**src/rtl/rram_write_verify_ctrl.sv**
```systemverilog
// Program-and-verify sequencer for one RRAM cell: incremental-amplitude pulses, each followed by a verify read.
// Define RRAM_WV_ABORT_EN to add the abort input (status 4).
module rram_write_verify_ctrl #(
  parameter int DAC_W      = 6,
  parameter int ADC_W      = 8,
  parameter int PW_W       = 8,
  parameter int MAX_PULSES = 16,
  parameter int READ_CYC   = 4,
  parameter int ADC_TMO    = 255
) (
  input  logic             clk,
  input  logic             rst_n,
  input  logic             cmd_valid,
  output logic             cmd_ready,
  input  logic             cmd_op,
  input  logic [ADC_W-1:0] cmd_target,
  input  logic [DAC_W-1:0] cmd_amp,
  input  logic [PW_W-1:0]  cmd_pw,
`ifdef RRAM_WV_ABORT_EN
  input  logic             abort,
`endif
  output logic             drv_en,
  output logic             drv_pol,
  output logic [DAC_W-1:0] drv_amp,
  output logic             rd_en,
  input  logic             adc_valid,
  input  logic [ADC_W-1:0] adc_data,
  output logic             done,
  output logic [2:0]       status,
  output logic [7:0]       pulse_cnt
);

  typedef enum logic [2:0] {
    S_IDLE, S_PRE_READ, S_PULSE, S_GAP, S_READ, S_EVAL, S_DONE
  } state_t;

  localparam logic [15:0]      SETTLE_N  = 16'(READ_CYC);
  localparam logic [15:0]      TMO_LAST  = 16'(ADC_TMO - 1);
  localparam logic [7:0]       PULSE_MAX = 8'(MAX_PULSES);
  localparam logic [DAC_W-1:0] AMP_MAX   = '1;
  localparam logic [PW_W-1:0]  PW_ONE    = PW_W'(1);

  localparam logic [2:0] ST_OK    = 3'd0;
  localparam logic [2:0] ST_BUDGET = 3'd1;
  localparam logic [2:0] ST_SAT   = 3'd2;
  localparam logic [2:0] ST_TMO   = 3'd3;
`ifdef RRAM_WV_ABORT_EN
  localparam logic [2:0] ST_ABORT = 3'd4;
`endif

  state_t           state_q, state_d;
  logic             op_q, op_d;
  logic [ADC_W-1:0] target_q, target_d;
  logic [ADC_W-1:0] adc_q, adc_d;
  logic [DAC_W-1:0] amp_q, amp_d;
  logic [PW_W-1:0]  pw_q, pw_d;
  logic [PW_W-1:0]  pw_cnt_q, pw_cnt_d;
  logic [15:0]      settle_q, settle_d;
  logic [15:0]      tmo_q, tmo_d;
  logic             pre_q, pre_d;

  logic             cmd_ready_q, cmd_ready_d;
  logic             drv_en_q, drv_en_d;
  logic             drv_pol_q, drv_pol_d;
  logic [DAC_W-1:0] drv_amp_q, drv_amp_d;
  logic             rd_en_q, rd_en_d;
  logic             done_q, done_d;
  logic [2:0]       status_q, status_d;
  logic [7:0]       pulse_cnt_q, pulse_cnt_d;

  logic             met;

  assign met = op_q ? (adc_q >= target_q) : (adc_q <= target_q);

  always_comb begin
    state_d     = state_q;
    op_d        = op_q;
    target_d    = target_q;
    adc_d       = adc_q;
    amp_d       = amp_q;
    pw_d        = pw_q;
    pw_cnt_d    = pw_cnt_q;
    settle_d    = settle_q;
    tmo_d       = tmo_q;
    pre_d       = pre_q;
    status_d    = status_q;
    pulse_cnt_d = pulse_cnt_q;

    case (state_q)
      S_IDLE: begin
        if (cmd_valid && cmd_ready_q) begin
          op_d        = cmd_op;
          target_d    = cmd_target;
          amp_d       = cmd_amp;
          pw_d        = (cmd_pw == '0) ? PW_ONE : cmd_pw;
          pulse_cnt_d = 8'd0;
          status_d    = ST_OK;
          settle_d    = 16'd0;
          tmo_d       = 16'd0;
          pre_d       = 1'b1;
          state_d     = S_PRE_READ;
        end
      end
      S_PRE_READ, S_READ: begin
        // Samples arriving while the read bias settles are not trusted.
        if (settle_q < SETTLE_N) begin
          settle_d = settle_q + 16'd1;
        end else if (adc_valid) begin
          adc_d   = adc_data;
          state_d = S_EVAL;
        end else if (tmo_q >= TMO_LAST) begin
          status_d = ST_TMO;
          state_d  = S_DONE;
        end else begin
          tmo_d = tmo_q + 16'd1;
        end
      end
      S_EVAL: begin
        if (met) begin
          status_d = ST_OK;
          state_d  = S_DONE;
        end else if (pulse_cnt_q == PULSE_MAX) begin
          status_d = (amp_q == AMP_MAX) ? ST_SAT : ST_BUDGET;
          state_d  = S_DONE;
        end else begin
          // The first pulse uses the commanded amplitude; later ones step up.
          if (!pre_q && amp_q != AMP_MAX) amp_d = amp_q + 1'b1;
          pulse_cnt_d = pulse_cnt_q + 8'd1;
          pw_cnt_d    = PW_ONE;
          state_d     = S_PULSE;
        end
      end
      S_PULSE: begin
        if (pw_cnt_q >= pw_q) state_d = S_GAP;
        else                  pw_cnt_d = pw_cnt_q + PW_ONE;
      end
      S_GAP: begin
        settle_d = 16'd0;
        tmo_d    = 16'd0;
        pre_d    = 1'b0;
        state_d  = S_READ;
      end
      S_DONE:  state_d = S_IDLE;
      default: state_d = S_IDLE;
    endcase

`ifdef RRAM_WV_ABORT_EN
    if (abort && state_q != S_IDLE && state_q != S_DONE) begin
      status_d    = ST_ABORT;
      pulse_cnt_d = pulse_cnt_q;
      state_d     = S_DONE;
    end
`endif

    // Outputs are decoded from the next state so they come straight off flops.
    cmd_ready_d = (state_d == S_IDLE);
    drv_en_d    = (state_d == S_PULSE);
    drv_pol_d   = drv_en_d & op_d;
    drv_amp_d   = drv_en_d ? amp_d : '0;
    rd_en_d     = (state_d == S_PRE_READ) || (state_d == S_READ);
    done_d      = (state_d == S_DONE);
  end

  always_ff @(posedge clk or negedge rst_n) begin
    if (!rst_n) begin
      state_q     <= S_IDLE;
      op_q        <= 1'b0;
      target_q    <= '0;
      adc_q       <= '0;
      amp_q       <= '0;
      pw_q        <= PW_ONE;
      pw_cnt_q    <= '0;
      settle_q    <= 16'd0;
      tmo_q       <= 16'd0;
      pre_q       <= 1'b0;
      cmd_ready_q <= 1'b1;
      drv_en_q    <= 1'b0;
      drv_pol_q   <= 1'b0;
      drv_amp_q   <= '0;
      rd_en_q     <= 1'b0;
      done_q      <= 1'b0;
      status_q    <= 3'd0;
      pulse_cnt_q <= 8'd0;
    end else begin
      state_q     <= state_d;
      op_q        <= op_d;
      target_q    <= target_d;
      adc_q       <= adc_d;
      amp_q       <= amp_d;
      pw_q        <= pw_d;
      pw_cnt_q    <= pw_cnt_d;
      settle_q    <= settle_d;
      tmo_q       <= tmo_d;
      pre_q       <= pre_d;
      cmd_ready_q <= cmd_ready_d;
      drv_en_q    <= drv_en_d;
      drv_pol_q   <= drv_pol_d;
      drv_amp_q   <= drv_amp_d;
      rd_en_q     <= rd_en_d;
      done_q      <= done_d;
      status_q    <= status_d;
      pulse_cnt_q <= pulse_cnt_d;
    end
  end

  assign cmd_ready = cmd_ready_q;
  assign drv_en    = drv_en_q;
  assign drv_pol   = drv_pol_q;
  assign drv_amp   = drv_amp_q;
  assign rd_en     = rd_en_q;
  assign done      = done_q;
  assign status    = status_q;
  assign pulse_cnt = pulse_cnt_q;

endmodule

```
**config.mk**
```make
export PLATFORM = sky130hd
export DESIGN_NAME = rram_write_verify_ctrl
export DESIGN_NICKNAME = d
export VERILOG_FILES = /design/src/rtl/rram_write_verify_ctrl.sv
export SDC_FILE = /design/constraint.sdc
export NUM_CORES = 1
export LEC_CHECK = 0
export BUFFER_PORTS_ARGS = -buffer_cell sky130_fd_sc_hd__buf_2
export CORE_ASPECT_RATIO = 1.1
export CORE_MARGIN = 3
export CORE_UTILIZATION = 45
export DETAILED_ROUTE_END_ITERATION = 12
export PLACE_DENSITY = 0.68
export SLEW_MARGIN = 0
export SYNTH_ARGS = -nofsm -noshare
export SYNTH_HDL_FRONTEND = slang
export SYNTH_SLANG_ARGS = --single-unit
```
**constraint.sdc**
```tcl
create_clock -name clk -period 4.7 [get_ports clk]
set_input_delay 0.47 -clock clk [delete_from_list [all_inputs] [get_ports clk]]
set_output_delay 0.47 -clock clk [all_outputs]
set_load 0.01 [all_outputs]
```
Word-level counts from Yosys, hierarchy flattened
Cells that the tools add are included.
{"block": "op_classes", "bitwise": 2, "n_mux": 43, "addsub": 5, "n_reduce_logical": 21, "n_lt_le_gt_ge": 5, "n_eq_ne": 22}
{"operator": "$pmux W16 S3", "n": 2}
{"operator": "$mux W16", "n": 5}
{"operator": "$mux W8", "n": 7}
{"operator": "$mux W3", "n": 13}
{"operator": "$add A16 B1 Y16 const B", "n": 2}
{"operator": "$pmux W8 S2", "n": 2}
{"operator": "$mux W6", "n": 5}
{"operator": "$ne A2 B2 Y1 const B", "n": 9}
{"operator": "$add A8 B1 Y8 const B", "n": 2}
{"operator": "$ge A16 B8 Y1 const B", "n": 1}
{"operator": "$ge A8 B8 Y1", "n": 2}
{"operator": "$lt A16 B3 Y1 const B", "n": 1}
{"operator": "$pmux W3 S5", "n": 1}
{"operator": "$eq A3 B3 Y1 const B", "n": 4}
{"operator": "$pmux W6 S2", "n": 1}
{"operator": "$eq A3 B2 Y1 const B", "n": 3}
{"operator": "$pmux W3 S3", "n": 1}
{"operator": "$eq A8 B5 Y1 const B", "n": 1}
{"operator": "$le A8 B8 Y1", "n": 1}
{"operator": "$logic_not A8 Y1", "n": 1}
{"operator": "$reduce_and A4 Y1", "n": 2}
{"operator": "$add A6 B1 Y6 const B", "n": 1}
{"operator": "$eq A3 B1 Y1 const B", "n": 2}
{"operator": "$eq A6 B6 Y1 const B", "n": 1}
{"operator": "other kinds (18)", "n": 28}
{"block": "totals", "out_inout_bits": 22, "wordCells": 116, "in_bits": 35, "reg_bits": 97}

Depth between registers and ports, before layout
Gate-level depths: netlist of run 1.
{"block": "logic_depth", "word_depth": 7, "mapped_depth": 10, "mapped_depth_nobuf": 10}

Worst setup path before layout of run 1
No wires, ideal clock.
{"block": "synth_path", "kind": "flip-flop to flip-flop", "startpoint": "register adc_q[2]", "endpoint": "register status_q[0], in the netlist status[0]", "t_arrival_ns": 2.277, "path_buffers": 0, "period_less_slack_ns": 2.402, "slack_ns": 2.298, "path_stages_with_launch": 8, "required_time_ns": 4.575, "setup_time_ns": 0.125, "path_cell_list": "dfrtp_1 > ha_1 > a41o_1 > o211a_1 > a211o_1 > nor3_2 > or4_4 > mux2_4"}
{"block": "synth_via", "elab_chain_cells": 4, "elab_cells_between_ends": 7, "cone_classes": "2 x order compare; 1 x eq/ne; 3 x mux; 1 x reduce/logical"}
{"item": "start: declaration", "line": "54", "source": "logic [ADC_W-1:0] adc_q, adc_d;"}
{"item": "start signal: assignment", "line": "169", "source": "adc_q <= '0;"}
{"item": "start signal: assignment", "line": "188", "source": "adc_q <= adc_d;"}
{"item": "$le A8 B8 Y1 or $ge A8 B8 Y1 (tied branches)", "line": "73", "source": "assign met = op_q ? (adc_q >= target_q) : (adc_q <= target_q);"}
{"item": "$mux W1 *", "line": "73"}
{"item": "$ne A3 B3 Y1 (no line) or $mux W3 (tied branches)"}
{"item": "$reduce_and A6 Y1 (no line) or $pmux W3 S3 (tied branches)"}
{"item": "end signal: assignment", "line": "201", "source": "status_q <= status_d;"}
{"item": "end: declaration", "line": "68", "source": "logic [2:0] status_q, status_d;"}
Mark *: on every way between the ends. The rest lies on a longest branch, timed or not.
A chain may end at the register's enable or synchronous reset.

Worst setup path in the final report of run 1
{"block": "layout_path", "startpoint": "register adc_q[7]", "endpoint": "register status_q[1], in the netlist status[1]"}
The elaborated chain is that of the path after synthesis.

==> impl_metrics.env, run 1 <==
export IMPL_cts_buffer_depth=2
export IMPL_fillCellCount=937
export IMPL_netlist_top_cells_area="dfrtp_1 (50%), ha_1 (6.1%), o21ai_0 (3.7%)"
export IMPL_utilization_pct=52.9
export IMPL_port_buffers=55
export IMPL_grtUsageTotal_pct=17.6
export IMPL_die_y_um=113
export IMPL_die_area_um2=11700
export IMPL_yosys_area_top_type="dfrtp_1"
export IMPL_cts_tree="done"
export IMPL_worstHoldPathType="in2async"
export IMPL_synth_edf_count=0
export IMPL_ys_types=65
export IMPL_setup_viol=0
export IMPL_crit_buf_inv=0
export IMPL_power_w=0.00301
export IMPL_path_cells="ha_1, nand2_1, o21ai_0, nor2_1, a211o_1, nor3_2, or4_4, mux2_4"
export IMPL_die_w_um=103
export IMPL_hold_ws_ns=0.0314
export IMPL_fin_skew_ns=0.0156
export IMPL_outcome="finished, final reports clean"
export IMPL_pin_count=57
export IMPL_relSlewSlack_pct=39.7
export IMPL_stdcell_area_um2=5310
export IMPL_grt_max_degree=64
export IMPL_synth_top_area_share_pct=50.2
export IMPL_cp_top_family="simple AND/OR/NAND/NOR gates"
export IMPL_cp_required_ns=4.96
export IMPL_end_kind="flip-flop"
export IMPL_reg2reg_depth=8
export IMPL_placed_area_um2=5100
export IMPL_first_pass_iters=4
export IMPL_peakVddDrop_v=0.000240
export IMPL_grt_pass1_wl_um=16200
export IMPL_numCtsBuffers=9
export IMPL_r2r_start="adc_q[7]"
export IMPL_num_vias=3497
export IMPL_crit_type="reg2reg"
export IMPL_fin_crit_sh_pct=60.6
export IMPL_max_freq_ghz=0.351
export IMPL_drive_gt1_share_pct=19.0
export IMPL_drtIter0Drc=98
export IMPL_grt_pass1_vias=3481
export IMPL_cp_slowest_cell="nor3_2"
export IMPL_overflow=0
export IMPL_syn_nets=520
export IMPL_rsz0062_at_grt="no"
export IMPL_tightestPinTransition_ns=0.904
export IMPL_clock_latency_ns=0.37
export IMPL_finalHoldViolations=0
export IMPL_viasPerCell=5.30
export IMPL_regToRegSetupSlack_ns=1.85
export IMPL_setup_tns_ns=0
export IMPL_core_rowCount=38
export IMPL_postCtsSetupRepairBufs=0
export IMPL_drc=0
export IMPL_cp_max_fo=10
export IMPL_r2r_end="status[1]"
export IMPL_async_reset_ff_share_pct=100
export IMPL_ant_nets=0
export IMPL_antennaDiodeCount=0
export IMPL_synth_area_um2=4690
export IMPL_max_cap_violations=0
export IMPL_syn_to_final_growth_pct=13.2
export IMPL_p_leak_nw=2.59
export IMPL_cp_arrival_ns=3.11
export IMPL_start_kind="flip-flop"
export IMPL_core_um2=10000
export IMPL_pwr_density_cell_nw_per_um2=568
export IMPL_antenna_found_initial=0
export IMPL_synth_ff_type="dfrtp_1"
export IMPL_fin_nets=573
export IMPL_cts_sinks=96
export IMPL_wl_per_cell_um=14.8
export IMPL_ys_ff_latch=96
export IMPL_yosysWarnings=0
export IMPL_cts_repair_resized=0
export IMPL_htree_levels=3
export IMPL_place_hpwl_um=7180
export IMPL_slew_violations=0
export IMPL_cts_root_buffer="clkbuf_8"
export IMPL_start_util_pct=46.7
export IMPL_gp_congestion=0.834
export IMPL_hold_buffers=0
export IMPL_clk_pin_slew_ns=0.10
export IMPL_synth_avg_cell_area_um2=10.2
export IMPL_drt_total_wl_um=9770
export IMPL_syn_inst=462
export IMPL_seq_area_frac_synth_pct=51.3
export IMPL_critPathMaxStageDelay_ns=0.59
export IMPL_fin_crit_ns=2.85
-- layout make-up --
cell class	instances	area (µm²)	share of cell area (%)
clock buffer	11	131	2.47
clock inverter	5	82.6	1.56
inverter	23	86.3	1.63
multi-input combinational	327	2130	40.1
sequential	96	2400	45.3
tap	140	175	3.30
timing repair buffer	58	300	5.66
-- through the flow --
stage / setup slack, ns / std cells
6_report: 1.85 / 660
5_1_grt: 1.68 / 660
4_1_cts: 1.89 / 660
3_5_place_dp: 1.89 / 644
3_3_place_gp: 2.03 / 644
2_1_floorplan: 2.30 / 462
-- metal layers --
layer | share of wire (%) | routed length (µm) | vias to the layer above | track usage [%]
met5 | 0 | 0 | - | 0
met4 | 2.1 | 201 | 0 | 6.30
li1 | - | - | 1736 | -
met2 | 50 | 4900 | 48 | 29.4
met3 | 3.2 | 308 | 15 | 3.64
met1 | 45 | 4370 | 1698 | 22.6
-- power breakdown --
group	total (W)	internal (W)	leakage (nW)	switching (W)
Clock	0.000582	0.000300	0.0958	0.000282
Combinational	0.00122	0.000486	1.25	0.000736
Sequential	0.00121	0.00104	1.25	0.000166
Total	0.00301	0.00183	2.59	0.00118
-- how the worst max path moves through the flow --
stage               startpoint         end  slack (ns)  depth (start not counted)
floorplan             adc_q[2]   status[0]        2.30                          7
global placement      adc_q[7]   status[0]        2.03                          8
detailed placement    adc_q[7]   status[1]        1.89                          8
CTS                   adc_q[7]   status[1]        1.89                          8
global route          adc_q[7]  drv_amp[1]        1.68                          9
finish                adc_q[7]   status[1]        1.85                          8
-- cell families after synthesis --
logic type	Yosys count	share of synthesized area, %
flops	96	51.3
buf+inv	39	3.36
compound gates	99	13.4
mux	12	3.02
other cells	1	0.0800
simple gates	178	20.1
fa+ha+maj	24	6.35
xor+xnor	13	2.43
-- state kept, by name (all words and copies together), names as in the netlist --
register / cells
amp_q: 6
drv_en: 1
drv_pol: 1
rd_en: 1
op_q: 1
pw_cnt_q: 8
target_q: 8
pre_q: 1
status: 2
pw_q: 8
cmd_ready: 1
adc_q: 8
state_q: 3
pulse_cnt: 8
drv_amp: 6
settle_q: 16
done: 1
tmo_q: 16
-- placed cells by master, fill, tap and decap left out, types with 3 or more instances in the layout --
cell,Yosys,layout
dfrtp_1,94,94
buf_2,3,54
nand2_1,46,46
nor2_1,36,35
o21ai_0,35,35
a21oi_1,23,23
ha_1,23,23
inv_1,22,22
nor2b_1,17,17
nand3_1,12,12
xor2_1,11,11
and3_1,10,10
or3_1,10,10
nand4_1,10,10
mux2_2,9,9
clkbuf_8,0,9
and2_1,7,7
a31oi_1,6,6
nor4_1,6,6
and4_1,4,4
buf_4,2,4
o21ai_1,3,3
o21a_1,3,3
or2_2,3,3
nor3_1,3,3
clkinvlp_4,0,3
-- Yosys cell counts, drive strengths merged, types with 3 or more instances --
cell type  count
nor2          36
nand2         46
inv           23
nor3           6
nand4         10
a211oi         3
or2            3
mux2          11
or3           10
o21ai         38
clkbuf        10
nor4           6
xor2          11
a21oi         24
dfrtp         94
o21a           3
ha            23
buf            6
a31oi          6
nor2b         17
and4           4
nand3         12
and3          10
and2           7
No activity file was read; power rests on OpenSTA's default activity.
==> run 2: changes to the inputs <==
Settings changed: PLACE_DENSITY 0.68 to 0.71.
Clock period 4.7 ns to 2.55 ns, I/O delays scaled along.
==> run 2 against run 1 <==
  * Design area up 2.1%
  * Core utilization grew 1.1 points
  * Non-clock buffer count up 12
  * Largest cell class unchanged
  * Combinational power up 98%
  * Via count grew 0.89%
  * Fmax rose by 15%
  * Critical endpoint is now status[0]
==> impl_metrics.env, run 2 (same netlist as run 1, synthesis figures left out) <==
export IMPL_syn_to_final_growth_pct=15.6
export IMPL_fin_skew_ns=0.0138
export IMPL_num_vias=3528
export IMPL_outcome="finished, final reports clean"
export IMPL_p_leak_nw=2.68
export IMPL_die_area_um2=11700
export IMPL_setup_ws_ns=0.0844
export IMPL_antenna_found_initial=0
export IMPL_grtUsageTotal_pct=17.6
export IMPL_port_buffers=55
export IMPL_cts_tree="done"
export IMPL_cp_max_fo=4
export IMPL_start_util_pct=46.7
export IMPL_path_cells="ha_1, o21ai_0, a21oi_1, o21ai_1, a211o_1, nor3_2, or4_4, mux2_4"
export IMPL_worstHoldPathType="in2reg"
export IMPL_r2r_end="status[0]"
export IMPL_reg2reg_depth=8
export IMPL_finalHoldViolations=0
export IMPL_placed_area_um2=5190
export IMPL_first_pass_iters=4
export IMPL_drc=0
export IMPL_utilization_pct=54.0
export IMPL_clk_pin_slew_ns=0.10
export IMPL_max_freq_ghz=0.406
export IMPL_final_common_cell="dfrtp_1"
export IMPL_pin_count=57
export IMPL_regArea_um2=2400
export IMPL_multi_input_area_um2=2140
export IMPL_gp_congestion=0.862
export IMPL_die_w_um=103
export IMPL_peakVddDrop_v=0.000490
export IMPL_drive_gt1_share_pct=21.4
export IMPL_rsz0062_at_grt="yes"
export IMPL_die_y_um=113
export IMPL_cp_arrival_ns=2.72
export IMPL_max_cap_violations=0
export IMPL_wl_per_cell_um=14.6
export IMPL_grt_pass1_wl_um=16100
export IMPL_place_hpwl_um=7340
export IMPL_power_w=0.00570
export IMPL_relSlewSlack_pct=64.8
export IMPL_min_from="cmd_target[6]"
export IMPL_core_um2=10000
export IMPL_pwr_density_cell_nw_per_um2=1050
export IMPL_slew_violations=0
export IMPL_cp_required_ns=2.80
export IMPL_core_rowCount=38
export IMPL_pre_cts_slack_ns=0.0643
export IMPL_fin_nets=585
export IMPL_critPathMaxStageDelay_ns=0.54
export IMPL_setup_viol=0
export IMPL_stdcell_area_um2=5420
export IMPL_fillCellCount=881
export IMPL_layout_common_cells="dfrtp_1 (94), buf_2 (54), nand2_1 (46)"
export IMPL_r2r_start="adc_q[2]"
export IMPL_cts_buffer_depth=2
export IMPL_cp_slowest_cell="or4_4"
export IMPL_regToRegSetupSlack_ns=0.08
export IMPL_viasPerCell=5.25
export IMPL_fin_crit_ns=2.47
export IMPL_grt_max_degree=44
export IMPL_tightestPinTransition_ns=0.527
export IMPL_htree_levels=3
export IMPL_cts_sinks=96
export IMPL_reg_top3="settle_q x16, tmo_q x16"
export IMPL_start_kind="flip-flop"
export IMPL_crit_type="reg2reg"
export IMPL_worstHoldPathCells=3
export IMPL_ant_nets=0
export IMPL_end_kind="flip-flop"
export IMPL_setup_tns_ns=0
export IMPL_fin_crit_sh_pct=96.7
export IMPL_whs_endpoint="target_q[6]"
export IMPL_drt_total_wl_um=9790
export IMPL_clock_latency_ns=0.36
export IMPL_cts_root_buffer="clkbuf_8"
export IMPL_antennaDiodeCount=0
export IMPL_grt_pass1_vias=3418
export IMPL_drtIter0Drc=160
export IMPL_numCtsBuffers=9
export IMPL_overflow=0
## run 2: layout make-up
cell class,count,share of cell area [%]
clock buffers,10,2.35
clock inverters,6,1.55
inverters,23,1.59
multi-input cells,327,39.4
flip-flops and latches,96,44.4
well taps,140,3.23
repair buffers,70,7.48
## run 2: power breakdown
group	switching [W]	total (W)	internal, W
logic	0.00140	0.00242	0.00102
clock network	0.000520	0.00107	0.000550
registers	0.000287	0.00221	0.00193
total	0.00221	0.00570	0.00349
## run 2: how the worst max path moves through the flow
| stage | start | end | slack (ns) |
|---|---|---|---|
| finish | adc_q[2] | status[0] | 0.08 |
| global route | adc_q[2] | status[0] | -0.004 |
| CTS | adc_q[7] | status[0] | 0.04 |
| detailed placement | adc_q[7] | status[0] | 0.06 |
| global placement | adc_q[7] | status[0] | 0.12 |
| floorplan | adc_q[2] | status[0] | 0.15 |
## run 2: per-stage QoR
step,std cells,hold WS (ns)
after floorplan,462,-0.0406
after global placement,655,0.260
after detailed placement,655,0.264
after CTS,672,0.0677
after global routing,672,0.104
final,672,0.0827
## run 2: worst max-delay path, delay by kind of cell, from the launching register on
family / cells / cell delay, ns
and+or+nand+nor: 2 / 0.62
AOI/OAI and AO/OA: 4 / 0.72
DFF: 1 / 0.40
adders and majority gates: 1 / 0.31
muxes: 1 / 0.31
## run 2: layer usage
layer | track usage (%) | share of wire (%) | vias to the layer above
met3 | 3.14 | 3.6 | 14
met2 | 28.2 | 49 | 54
met4 | 6.39 | 1.9 | 0
li1 | - | - | 1756
met5 | 0 | 0 | -
met1 | 23.8 | 45 | 1704
## run 2: timing repair
action,4_1_cts,5_1_grt
setup buffers,0,0
gates resized for setup,0,5
hold buffers,1,0
endpoints found under the setup margin,0,7
hold endpoints to repair,36,0
==> run 3: changes to the inputs <==
Settings changed: ABC_AREA from default to 1, PLACE_DENSITY 0.71 to 0.7.
==> run 3 against run 2 <==
  * Highest routed layer unchanged
  * First-iteration DRC count grew 23%
  * Flip-flop and latch count is the same
  * Via count grew 18%
  * Core utilization shrank 0.51 points
  * Count of clock-buffer cells in the layout is the same
==> impl_metrics.env, run 3 <==
export IMPL_worstHoldPathType="in2reg"
export IMPL_gp_congestion=0.910
export IMPL_finalHoldViolations=0
export IMPL_cp_max_fo=13
export IMPL_r2r_start="adc_q[7]"
export IMPL_drt_total_wl_um=10700
export IMPL_first_pass_iters=4
export IMPL_cts_repair_resized=0
export IMPL_grt_max_degree=50
export IMPL_port_buffers=55
export IMPL_setup_viol=0
export IMPL_start_util_pct=46.5
export IMPL_numCtsBuffers=9
export IMPL_core_um2=11000
export IMPL_yosysWarnings=0
export IMPL_ys_ff_latch=96
export IMPL_fin_crit_sh_pct=87.7
export IMPL_max_freq_ghz=0.447
export IMPL_core_rowCount=40
export IMPL_synth_top_family_by_area="simple AND/OR/NAND/NOR gates"
export IMPL_reg2reg_depth=12
export IMPL_cts_sinks=96
export IMPL_syn_nets=699
export IMPL_wl_per_cell_um=12.5
export IMPL_r2r_end="pw_cnt_q[6]"
export IMPL_dp_cells=837
export IMPL_viasPerCell=4.89
export IMPL_clock_latency_ns=0.34
export IMPL_grt_pass1_wl_um=18400
export IMPL_htree_levels=3
export IMPL_drive_gt1_share_pct=15.4
export IMPL_utilization_pct=53.5
export IMPL_netlist_top_cells_area="dfrtp_1 (46%), nand2_1 (14%), inv_1 (6.4%)"
export IMPL_cp_required_ns=2.79
export IMPL_synth_compound_area_share_pct=6.55
export IMPL_die_area_um2=12700
export IMPL_synthXorXnorAreaFrac_pct=3.60
export IMPL_synthMuxAreaShare_pct=1.54
export IMPL_final_common_cell="nand2_1"
export IMPL_synth_top_area_share_pct=46.0
export IMPL_hold_buffers=1
export IMPL_gr_usage_met3_pct=3.78
export IMPL_cts_tree="done"
export IMPL_grt_pass1_vias=4113
export IMPL_ant_nets=0
export IMPL_cts_buffer_depth=2
export IMPL_relSlewSlack_pct=58.8
export IMPL_layout_common_cells="nand2_1 (190), dfrtp_1 (94), inv_1 (87)"
export IMPL_grtUsageTotal_pct=17.9
export IMPL_yosys_area_top_type="dfrtp_1"
export IMPL_cp_startpoint="adc_q[7]"
export IMPL_rsz0062_at_grt="no"
export IMPL_place_hpwl_um=8030
export IMPL_p_leak_nw=3.13
export IMPL_setup_tns_ns=0
export IMPL_postCtsSetupRepairBufs=0
export IMPL_syn_to_final_growth_pct=15.2
export IMPL_fillCellCount=1009
export IMPL_yosys_top_cells_count="nand2_1 (190), dfrtp_1 (94), inv_1 (87)"
export IMPL_pin_count=57
export IMPL_synth_edf_count=0
export IMPL_antennaDiodeCount=0
export IMPL_final_cells=854
export IMPL_synthSimpleGateAreaFrac_pct=27.1
export IMPL_synthAdderAreaFrac_pct=5.62
export IMPL_cp_arrival_ns=2.47
export IMPL_fin_nets=760
export IMPL_synth_area_um2=5120
export IMPL_async_reset_ff_share_pct=100
export IMPL_cts_root_buffer="clkbuf_16"
export IMPL_regToRegSetupSlack_ns=0.31
export IMPL_multi_input_area_um2=2270
export IMPL_start_kind="flip-flop"
export IMPL_clk_pin_slew_ns=0.07
export IMPL_fin_crit_ns=2.24
export IMPL_grtUsageMet1_pct=22.1
export IMPL_crit_end="pw_cnt_q[6]"
export IMPL_grtUsageMet2_pct=30.8
export IMPL_num_vias=4180
export IMPL_peakVddDrop_v=0.000515
export IMPL_synth_avg_cell_area_um2=7.98
export IMPL_die_y_um=118
export IMPL_drc=0
export IMPL_slew_violations=0
export IMPL_syn_inst=641
export IMPL_drtIter0Drc=197
export IMPL_outcome="finished, final reports clean"
export IMPL_fin_skew_ns=0.00570
export IMPL_die_w_um=108
export IMPL_seq_area_frac_synth_pct=47.0
export IMPL_overflow=0
export IMPL_ys_types=39
export IMPL_regArea_um2=2400
export IMPL_pwr_density_cell_nw_per_um2=1120
export IMPL_antenna_found_initial=0
export IMPL_max_cap_violations=0
export IMPL_yosysMostFrequentCell="nand2_1"
export IMPL_busiest_layer="met2"
export IMPL_end_kind="flip-flop"
export IMPL_crit_type="reg2reg"
export IMPL_tightestPinTransition_ns=0.618
export IMPL_synth_ff_type="dfrtp_1"
export IMPL_reg_top3="settle_q x16, tmo_q x16"
==> run 3: worst min path at each step <==
stage	start	to	slack (ns)	depth (start not counted)
6_report	cmd_target[3]	target_q[3]	0.12	3
3_5_place_dp	rst_n	tmo_q[13]	0.32	1
5_1_grt	cmd_pw[5]	pw_q[5]	0.13	3
3_3_place_gp	rst_n	settle_q[10]	0.31	1
2_1_floorplan	rst_n	adc_q[0]	-0.04	0
4_1_cts	cmd_target[3]	target_q[3]	0.12	3
==> run 3: cell families after synthesis <==
logic type,Yosys count
other,1
multiplexers,7
adder cells (fa/ha/maj),23
XOR/XNOR,21
buffers and inverters,107
AO/OA/AOI/OAI,61
flip-flops,96
AND/OR/NAND/NOR,325
==> run 3: metal layers <==
metal,vias up,wire (µm)
met3,12,389
met2,54,5440
met5,-,0
met4,0,144
met1,1987,4690
li1,2127,-
==> run 3: worst max-delay path, stage by stage, from the launching register on <==
cell     delay, ns
dfrtp_1       0.39
ha_1          0.30
nand2_1       0.07
nor2_1        0.14
nand2_1       0.10
nand2_1       0.09
nand2_1       0.05
nand2_1       0.14
nand4_2       0.19
nand2_1       0.32
inv_2         0.18
nand2_1       0.10
nand2_1       0.05
==> run 3: cell type report <==
| class | count | share of cell area, % |
|---|---|---|
| clock buffer | 10 | 3.88 |
| clock inverter | 6 | 1.59 |
| inverter | 94 | 6.03 |
| multi-input combinational | 438 | 38.6 |
| sequential | 96 | 40.8 |
| tap | 147 | 3.12 |
| timing repair buffer | 63 | 5.99 |
==> run 3: metrics by stage <==
stage / total power [W] / setup WS (ns) / cell area, µm² / hold WS (ns)
finish: 0.00658 / 0.313 / 5890 / 0.124
detailed placement: 0.00515 / 0.323 / 5560 / 0.316
global placement: 0.00505 / 0.449 / 5560 / 0.313
floorplan: 0.00442 / 0.755 / 5120 / -0.0406
CTS: 0.00664 / 0.306 / 5890 / 0.117
global route: 0.00717 / 0.0756 / 5890 / 0.128
==> run 3: where the power goes <==
| part | switching, W | internal, W |
|---|---|---|
| sequential | 0.000234 | 0.00191 |
| combinational | 0.00199 | 0.000989 |
| clock | 0.000585 | 0.000865 |
| total | 0.00281 | 0.00376 |
